<file path="src/rtl/uart_rx.sv">
// 8N1 UART receiver: 2-flop synchronised input, mid-bit sampling at BAUD_DIV clocks per bit.
// Received bytes appear on data_out with a one-cycle rx_valid strobe; a low stop bit gives a frame_err strobe.
module uart_rx #(
    parameter int BAUD_DIV = 2
) (
    input  logic       clk,
    input  logic       reset,
    input  logic       rx,
    output logic [7:0] data_out,
    output logic       rx_valid,
    output logic       rx_busy,
    output logic       frame_err,
    output logic [1:0] state_dbg
);
    localparam int CW = $clog2(BAUD_DIV);
    localparam logic [CW-1:0] HALF_M1 = CW'(BAUD_DIV / 2 - 1);
    localparam logic [CW-1:0] FULL_M1 = CW'(BAUD_DIV - 1);

    typedef enum logic [1:0] {IDLE, START, DATA, STOP} state_t;

    state_t        state, state_next;
    logic          sync1, rx_s, rx_s_d;
    logic [CW-1:0] cnt, cnt_next;
    logic [2:0]    idx, idx_next;
    logic [7:0]    shift, shift_next, data_next;
    logic          valid_next, ferr_next;

    // Output protocol: rx_valid and frame_err are single-cycle strobes with no ready/backpressure;
    // data_out holds the last good byte until the next rx_valid, so a consumer may read it any time after.
    assign state_dbg = state;

    always_ff @(posedge clk or posedge reset) begin
        if (reset) begin
            sync1  <= 1'b1;
            rx_s   <= 1'b1;
            rx_s_d <= 1'b1;
        end else begin
            sync1  <= rx;
            rx_s   <= sync1;
            rx_s_d <= rx_s;
        end
    end

    always_ff @(posedge clk or posedge reset) begin
        if (reset) begin
            state     <= IDLE;
            cnt       <= '0;
            idx       <= '0;
            shift     <= 8'h00;
            data_out  <= 8'h00;
            rx_valid  <= 1'b0;
            frame_err <= 1'b0;
            rx_busy   <= 1'b0;
        end else begin
            state     <= state_next;
            cnt       <= cnt_next;
            idx       <= idx_next;
            shift     <= shift_next;
            data_out  <= data_next;
            rx_valid  <= valid_next;
            frame_err <= ferr_next;
            rx_busy   <= (state_next != IDLE);
        end
    end

    always_comb begin
        state_next = state;
        cnt_next   = cnt;
        idx_next   = idx;
        shift_next = shift;
        data_next  = data_out;
        valid_next = 1'b0;
        ferr_next  = 1'b0;
        unique case (state)
            IDLE: begin
                // Needs a high-to-low transition, so a line held low cannot restart a frame.
                if (rx_s_d && !rx_s) begin
                    state_next = START;
                    cnt_next   = '0;
                end
            end
            START: begin
                if (cnt == HALF_M1) begin
                    if (!rx_s) begin
                        state_next = DATA;
                        cnt_next   = '0;
                        idx_next   = '0;
                    end else begin
                        state_next = IDLE;
                    end
                end else begin
                    cnt_next = cnt + 1'b1;
                end
            end
            DATA: begin
                if (cnt == FULL_M1) begin
                    shift_next[idx] = rx_s;
                    cnt_next        = '0;
                    if (idx == 3'd7) state_next = STOP;
                    else             idx_next   = idx + 1'b1;
                end else begin
                    cnt_next = cnt + 1'b1;
                end
            end
            STOP: begin
                if (cnt == FULL_M1) begin
                    state_next = IDLE;
                    cnt_next   = '0;
                    if (rx_s) begin
                        data_next  = shift;
                        valid_next = 1'b1;
                    end else begin
                        ferr_next = 1'b1;
                    end
                end else begin
                    cnt_next = cnt + 1'b1;
                end
            end
            default: state_next = IDLE;
        endcase
    end
endmodule

</file>
<file path="config.mk">
export PLATFORM = sky130hd
export DESIGN_NAME = uart_rx
export DESIGN_NICKNAME = d
export VERILOG_FILES = /design/src/rtl/uart_rx.sv
export SDC_FILE = /design/constraint.sdc
export NUM_CORES = 1
export LEC_CHECK = 0
export ABC_AREA = 1
export ABC_CLOCK_PERIOD_IN_PS = 1900
export BUFFER_PORTS_ARGS = -buffer_cell sky130_fd_sc_hd__buf_2
export CAP_MARGIN = 5
export CORE_UTILIZATION = 45
export DETAILED_ROUTE_END_ITERATION = 10
export PLACE_DENSITY = 0.66
export SYNTH_ARGS = -nofsm -noshare
export SYNTH_HDL_FRONTEND = slang
export SYNTH_SLANG_ARGS = --single-unit
export TNS_END_PERCENT = 50
</file>
<file path="constraint.sdc">
create_clock -name clk -period 1.9 [get_ports clk]
set_input_delay 0.095 -clock clk [delete_from_list [all_inputs] [get_ports clk]]
set_output_delay 0.095 -clock clk [all_outputs]
set_load 0.02 [all_outputs]
</file>
==> results.tsv, run 1 <==
metric	value	unit
outcome	finished clean	
clock buffer depth	2	
Worst Clk Skew	3.02	ps
CP Class	flip-flop to flip-flop	
total via count after detailed routing	906	
number of levels in the clock H-tree	1	
Syn Nets	142	
Row Count	18	
post_cts resized	0	
footprint of the multi-input gates	415	sq um
via count normalized by instance count	4.82	
tightest slew margin relative to the limit	62.4	%
worst-margin pin slew	563	ps
total length of routed wires	2050	um
area share of and/or/nand/nor cells after synthesis	23.3	%
yosys warns	0	
Worst-Skew Late Latency	320	ps
final weighted congestion of routability-driven global placement	0.737	
cell-by-cell listing of the critical path	inv_2 > nor3_4 > o21ai_0	
CTS root buffer	clkbuf_4	
number of fill cells in the layout	248	
final worst path period need	1520	ps
Finish-stage setup viols	0	
post-route ant nets	0	
average detailed-routed wire length per instance	10.9	um
die outline area	2900	sq um
first-pass GRT wire length	3520	um
count of pins on the block boundary	16	
placed wire-length estimate after detailed placement	1560	um
cell area power density	1190	nW/um^2
multiplexer share of the synthesized area	0	%
post-synth top area share	51.7	%
grt ovf	0	
largest net degree at the start of global routing	18	
leakage power total	0.687	nW
post-synthesis instance area	1210	sq um
number of buffers created by CTS	3	
highest-count cells in the layout ignoring fill and taps	nand2_1, dfrtp_1, inv_1	
number of instances in the synthesized netlist	137	
final hold viol count	0	
P&R area growth vs syn	12.8	%
post-synthesis share of cell area spent on full adders, half adders and majority gates	2.07	%
first-pass iteration count of the detailed router	4	
total design power	0.00162	W
First DRT Iteration DRCs	21	
post-placement setup slack	366	ps
CP Data Required Time	2090	ps
Die Ht	53.9	um
Fmax	0.658	GHz
share of the synthesized area in compound gates (AO/OA/AOI/OAI)	9.00	%
clock slew at reported path FFs	140	ps
synthesized-area fraction occupied by xor and xnor cells	0	%
clock tree from TritonCTS	built	
horizontal die dimension	53.9	um
TNS Setup	0	ps
mean instance size in the synthesized netlist	8.83	sq um
Max stage delay cell, worst path	dfstp_2	
worst vdd ir	0.000606	V
placed cells	182	
count of distinct cell types in the synthesized netlist	18	
combinational family with the most area after synthesis	simple AND/OR/NAND/NOR gates	
commonest non-fill, non-tap cell in the layout	nand2_1	
number of standard cells in the final layout excluding fillers	188	
final slew viol count	0	
starting density of the core	48.4	%
initial antenna violation count	0	
setup repair after global routing missed its margin	no	
combined global-route utilization of all metal layers	17.2	%
clock sink count	28	
share of layout cells above drive strength 1	17.1	%
hold crit path type	primary input to asynchronous set/reset pin	
number of nets in the layout	164	
core box area	2500	sq um
highest net fanout along the worst path	17	
Setup crit end kind	flip-flop	
maximum capacitance violations	0	
cells taking the most area after synthesis	dfrtp_1, nand2_1, dfstp_2	
min setup slack post-route	379	ps
number of input and output port buffers inserted	15	
footprint of the flip-flops and latches	704	sq um
post-detailed-route DRC marker count	0	
synthesized flop and latch total	28	
share of the clock period used by the worst path	80.0	%
Setup crit start kind	flip-flop	
cell taking the most area after synthesis	dfrtp_1	
Diodes inserted	0	
Largest stage delay, worst path	610	ps
number of global-route vias before repair	857	
WP data arrival	1710	ps
sequential-to-total area share from yosys stat	58.2	%
-- Yosys cell counts (all sizes together) --
cell and number:
dfrtp 25, inv 21, o31ai 1, o21a 3
ha 2, o21ai 14, nand3 10, nand4 1
dfstp 3, nor3 4, buf 1, nor2 10
nand2 41, a21oi 1
-- state kept, by name, indices dropped and copies added (netlist names) --
signal / cells
frame_err: 1
cnt: 1
sync1: 1
data_out: 8
state_dbg: 2
rx_s: 1
idx: 3
rx_valid: 1
rx_busy: 1
shift: 8
rx_s_d: 1
-- per-stage QoR --
stage | util, % | hold WS, ps | cell area [sq um]
final | 54.6 | 300 | 1370
after global routing | 54.6 | 340 | 1370
after CTS | 54.6 | 305 | 1370
after detailed placement | 52.8 | 119 | 1320
after global placement | 52.8 | 114 | 1320
after floorplan | - | 99.5 | 1210
-- power breakdown --
part	internal (W)	total, W	switching (W)
Combinational	0.000179	0.000544	0.000365
Sequential	0.000720	0.000829	0.000109
Clock	0.0000822	0.000245	0.000163
-- routing by layer --
| metal | GRT usage [%] | wire length, um | up-vias |
|---|---|---|---|
| met3 | 2.54 | 52 | 4 |
| met5 | 0 | 0 | - |
| met4 | 9.21 | 39 | 0 |
| met1 | 21.0 | 1010 | 418 |
| met2 | 29.0 | 946 | 13 |
| li1 | - | - | 471 |
-- worst max-delay path, delay by kind of cell (launching register included) --
| kind | cells | cell delay [ps] |
|---|---|---|
| AND/OR/NAND/NOR | 1 | 500 |
| flip-flops | 1 | 610 |
| AO/OA/AOI/OAI | 1 | 170 |
| buffers and inverters | 1 | 110 |
-- final timing paths --
kind	start	to	slack (ps)	depth (start not counted)
worst max-delay path	rx_s	data_out[4]	380	3
worst min-delay path	reset	idx[2]	300	3
worst max register to register	rx_s	data_out[4]	380	3
worst min register to register	sync1	rx_s	370	0
max in group asynchronous	reset	shift[0]	1020	4
min in group clk	sync1	rx_s	370	0
-- cell type report --
type	count	share of cell area [%]
inverters	21	5.77
clock buffers	4	1.92
flip-flops and latches	28	51.6
well taps	30	2.75
repair buffers	18	7.52
multi-input cells	87	30.4
-- kinds of logic after synthesis --
logic type	count (synthesis)
AO/OA/AOI/OAI	19
buffers and inverters	22
AND/OR/NAND/NOR	66
adder cells (fa/ha/maj)	2
flip-flops	28
-- timing repair --
item	CTS	global route
endpoints found under the hold margin	9	0
hold buffers	2	0
endpoints found under the setup margin	0	0
setup buffers	0	0
No activity file was read; power rests on OpenSTA's default activity.
==> run 2, diff against run 1 <==
- ABC_CLOCK_PERIOD_IN_PS: 1900 -> 1600
- clock period: 1.9 -> 1.6 ns (I/O delays scaled with it)
==> results.tsv, run 2 (synthesis results as in run 1) <==
metric	value	unit
via count normalized by instance count	4.90	
Max stage delay cell, worst path	dfrtp_1	
Setup crit start kind	flip-flop	
count of pins on the block boundary	16	
final weighted congestion of routability-driven global placement	0.780	
worst-margin pin slew	348	ps
hold crit path type	primary input to asynchronous set/reset pin	
total via count after detailed routing	926	
cell-by-cell listing of the critical path	ha_1 > ha_1 > inv_1 > nand4_1 > nand2_1 > nand2_1 > nand2_1 > nand2_1	
maximum capacitance violations	0	
Die Ht	53.9	um
final hold viol count	0	
post-route ant nets	0	
TNS Setup	0	ps
cell area power density	1410	nW/um^2
WP data arrival	1660	ps
Diodes inserted	0	
setup repair after global routing missed its margin	no	
routed length on met2	896	um
clock tree from TritonCTS	built	
end of the worst register-to-register path	idx[1]	
total of hold buffers inserted after clock tree synthesis	2	
worst vdd ir	0.000821	V
largest registers in the final layout	data_out (8), shift (8), idx (3)	
P&R area growth vs syn	14.3	%
Psw	0.000747	W
highest net fanout along the worst path	6	
share of the clock period used by the worst path	89.8	%
first-pass iteration count of the detailed router	5	
highest-count cells in the layout ignoring fill and taps	nand2_1, dfrtp_1, inv_1	
number of levels in the clock H-tree	1	
final slew viol count	0	
tightest slew margin relative to the limit	76.8	%
die outline area	2900	sq um
Worst-Skew Late Latency	310	ps
clock sink count	28	
Setup crit end kind	flip-flop	
Worst Clk Skew	3.50	ps
number of fill cells in the layout	227	
placed cells	183	
highest routed metal layer	met4	
post_cts resized	0	
net switching share of the total power	38.2	%
total length of routed wires	1950	um
commonest non-fill, non-tap cell in the layout	nand2_1	
CP Data Required Time	1820	ps
outcome	finished clean	
post-placement setup slack	176	ps
starting density of the core	48.4	%
First DRT Iteration DRCs	8	
number of standard cells in the final layout excluding fillers	189	
critical path's top delay family	flip-flops	
number of buffers created by CTS	3	
placed wire-length estimate after detailed placement	1430	um
most frequent cell on the critical path	nand2_1	
total routed wire length on the met1 layer	979	um
relative contribution of combinational cells to total power	33.2	%
FF-to-FF Start	idx[0]	
number of buffers added for setup after CTS	0	
sequential cell fraction of total power	50.1	%
CP Class	flip-flop to flip-flop	
Int Pwr	0.00121	W
initial antenna violation count	0	
combined global-route utilization of all metal layers	16.2	%
core box area	2500	sq um
Levels on crit path	8	
number of input and output port buffers inserted	15	
average detailed-routed wire length per instance	10.3	um
Clk pwr share	16.7	%
number of nets in the layout	165	
Bufs and invs on worst path	1	
FF-to-FF path depth	8	
horizontal die dimension	53.9	um
Fmax	0.696	GHz
first-pass GRT wire length	3390	um
CTS root buffer	clkbuf_4	
largest net degree at the start of global routing	29	
total met3 wirelength after detailed routing	55	um
clock slew at reported path FFs	140	ps
Largest stage delay, worst path	460	ps
leakage power total	0.698	nW
clock buffer depth	2	
post-detailed-route DRC marker count	0	
min setup slack post-route	163	ps
Finish-stage setup viols	0	
grt ovf	0	
reg-to-reg setup timing slack	160	ps
Row Count	18	
final worst path period need	1440	ps
number of global-route vias before repair	820	
share of layout cells above drive strength 1	18.2	%
[run 2: cell count changes in the layout (fill, tap and decap cells not counted), sizes merged]
cell and delta:
buf +1
[run 2: power groups by stage]
stage	registers [W]	clock network (W)	logic, W
global placement	0.000988	0	0.000630
floorplan	0.00106	0	0.000405
finish	0.000980	0.000326	0.000649
global route	0.00101	0.000376	0.000737
CTS	0.000978	0.000347	0.000652
detailed placement	0.000993	0	0.000645
[run 2: layer usage]
layer	up-vias	global-route usage, %
li1	483	-
met1	424	21.9
met2	15	26.1
met3	4	2.54
met4	0	5.26
met5	-	0
[run 2: worst register-to-register path: stages, from the launching register on]
cell     delay [ps]
dfrtp_1         460
ha_1            230
ha_1            190
inv_1            50
nand4_1          80
nand2_1         130
nand2_1         100
nand2_1          60
nand2_1          50
[run 2: cell type report]
| cell class | count | area (sq um) | share of cell area (%) |
|---|---|---|---|
| clock buffers | 4 | 36.3 | 2.62 |
| inverters | 21 | 78.8 | 5.70 |
| multi-input cells | 87 | 415 | 30.0 |
| flip-flops and latches | 28 | 704 | 51.0 |
| well taps | 30 | 37.5 | 2.71 |
| repair buffers | 19 | 110 | 7.96 |
[run 2: how the worst max path moves through the flow]
stage / startpoint / to
after floorplan: idx[0] / idx[0]
after global placement: idx[0] / idx[2]
after global routing: idx[0] / idx[2]
final: idx[0] / idx[1]
after CTS: idx[0] / idx[2]
after detailed placement: idx[0] / idx[2]
[run 2: per-stage QoR]
stage,power [W],instance area [sq um],utilization [%],hold slack (ps)
after floorplan,0.00146,1210,-,84.5
after global placement,0.00162,1330,53.1,155
after detailed placement,0.00164,1330,53.1,158
after CTS,0.00198,1380,55.3,347
after global routing,0.00212,1380,55.3,374
final,0.00195,1380,55.3,344
==> run 3, diff against run 2 <==
- CORE_UTILIZATION: 45 -> 32
- PLACE_DENSITY: 0.66 -> 0.5
==> results.tsv, run 3 (synthesis results as in run 1) <==
metric	value	unit
Fmax	0.693	GHz
reg-to-reg setup timing slack	160	ps
endpoint of the most critical setup path	idx[1]	
WP data arrival	1610	ps
launch point of the critical path	idx[0]	
number of levels in the clock H-tree	1	
number of global-route vias before repair	825	
end of the worst register-to-register path	idx[1]	
first-pass iteration count of the detailed router	4	
total via count after detailed routing	908	
TNS Setup	0	ps
final worst path period need	1440	ps
post-detailed-route DRC marker count	0	
placed wire-length estimate after detailed placement	1460	um
maximum capacitance violations	0	
final hold viol count	0	
initial antenna violation count	0	
cell area power density	1440	nW/um^2
P&R area growth vs syn	17.6	%
Row Count	21	
final weighted congestion of routability-driven global placement	0.811	
setup repair after global routing missed its margin	no	
clock sink count	28	
combined global-route utilization of all metal layers	11.5	%
horizontal die dimension	63.5	um
number of standard cells in the final layout excluding fillers	205	
First DRT Iteration DRCs	42	
final slew viol count	0	
Setup crit start kind	flip-flop	
outcome	finished clean	
CP Data Required Time	1770	ps
FF-to-FF path depth	8	
core box area	3470	sq um
via count normalized by instance count	4.43	
final-layout worst hold slack	362	ps
most frequent cell on the critical path	nand2_1	
highest net fanout along the worst path	6	
worst vdd ir	0.000472	V
cell-by-cell listing of the critical path	ha_1 > ha_1 > inv_1 > nand4_1 > nand2_1 > nand2_1 > nand2_1 > nand2_1	
placed cells	199	
Diodes inserted	0	
highest-count cells in the layout ignoring fill and taps	nand2_1, dfrtp_1, inv_1	
leakage power total	0.704	nW
share of layout cells above drive strength 1	18.9	%
worst-margin pin slew	350	ps
grt ovf	0	
count of pins on the block boundary	16	
Die Ht	63.5	um
Cells on Worst Hold Path	0	
starting density of the core	34.9	%
largest registers in the final layout	data_out (8), shift (8), idx (3)	
hold crit path type	flip-flop to flip-flop	
CTS root buffer	clkbuf_8	
number of buffers created by CTS	3	
total length of routed wires	2010	um
Setup crit end kind	flip-flop	
clock buffer depth	2	
Max stage delay cell, worst path	dfrtp_2	
post-route ant nets	0	
Worst-Skew Late Latency	260	ps
largest net degree at the start of global routing	29	
commonest non-fill, non-tap cell in the layout	nand2_1	
number of nets in the layout	165	
average detailed-routed wire length per instance	9.80	um
share of the clock period used by the worst path	90.2	%
Worst Clk Skew	3.54	ps
Largest stage delay, worst path	450	ps
number of input and output port buffers inserted	15	
clock tree from TritonCTS	built	
Finish-stage setup viols	0	
tightest slew margin relative to the limit	76.7	%
FF-to-FF Start	idx[0]	
first-pass GRT wire length	3730	um
CP Class	flip-flop to flip-flop	
clock slew at reported path FFs	90	ps
die outline area	4030	sq um
==> run 3: how the worst min path moves through the flow <==
stage | start | to | slack, ps
3_5_place_dp | reset | rx_valid | 170
2_1_floorplan | rx | sync1 | 80
6_report | sync1 | rx_s | 360
5_1_grt | sync1 | rx_s | 370
4_1_cts | sync1 | rx_s | 360
3_3_place_gp | reset | data_out[1] | 160
==> run 3: what timing repair did <==
action | in CTS | in global routing
hold endpoints to repair | 26 | 0
gates resized for setup | 0 | 1
buffers inserted | 0 | 0
setup endpoints to repair | 0 | 1
hold buffers | 2 | 0
==> run 3: critical path: cells and delay by family (launching register included) <==
kind | cells | cell delay, ps
fa+ha+maj | 2 | 400
buf+inv | 1 | 50
flops | 1 | 450
simple gates | 5 | 450
==> run 3: final cells by class <==
type / count / area (sq um)
inverters: 21 / 78.8
well taps: 46 / 57.6
clock buffers: 4 / 55.1
flip-flops and latches: 28 / 706
multi-input cells: 87 / 415
repair buffers: 19 / 110
fillers: 367 / 2050
==> run 3: layer usage <==
metal / track usage, % / routed length [um] / vias to the layer above
met5: 0 / 0 / -
met4: 3.41 / 13 / 0
met3: 2.72 / 55 / 2
met2: 16.9 / 891 / 13
met1: 16.6 / 1050 / 416
li1: - / - / 477
==> run 3: power by group <==
part	internal, W	leakage, nW	switching [W]
Combinational	0.000215	0.311	0.000428
Sequential	0.000859	0.365	0.000127
Clock	0.000220	0.0288	0.000204
Total	0.00129	0.704	0.000758
==> run 3: through the flow <==
step / setup WS [ps] / instance area, sq um / total power [W] / util, %
after floorplan: 289 / 1210 / 0.00146 / -
after global placement: 221 / 1350 / 0.00163 / 38.8
after detailed placement: 161 / 1350 / 0.00164 / 38.8
after CTS: 146 / 1420 / 0.00208 / 41.0
after global routing: 12.4 / 1420 / 0.00223 / 41.0
final: 156 / 1420 / 0.00205 / 41.0
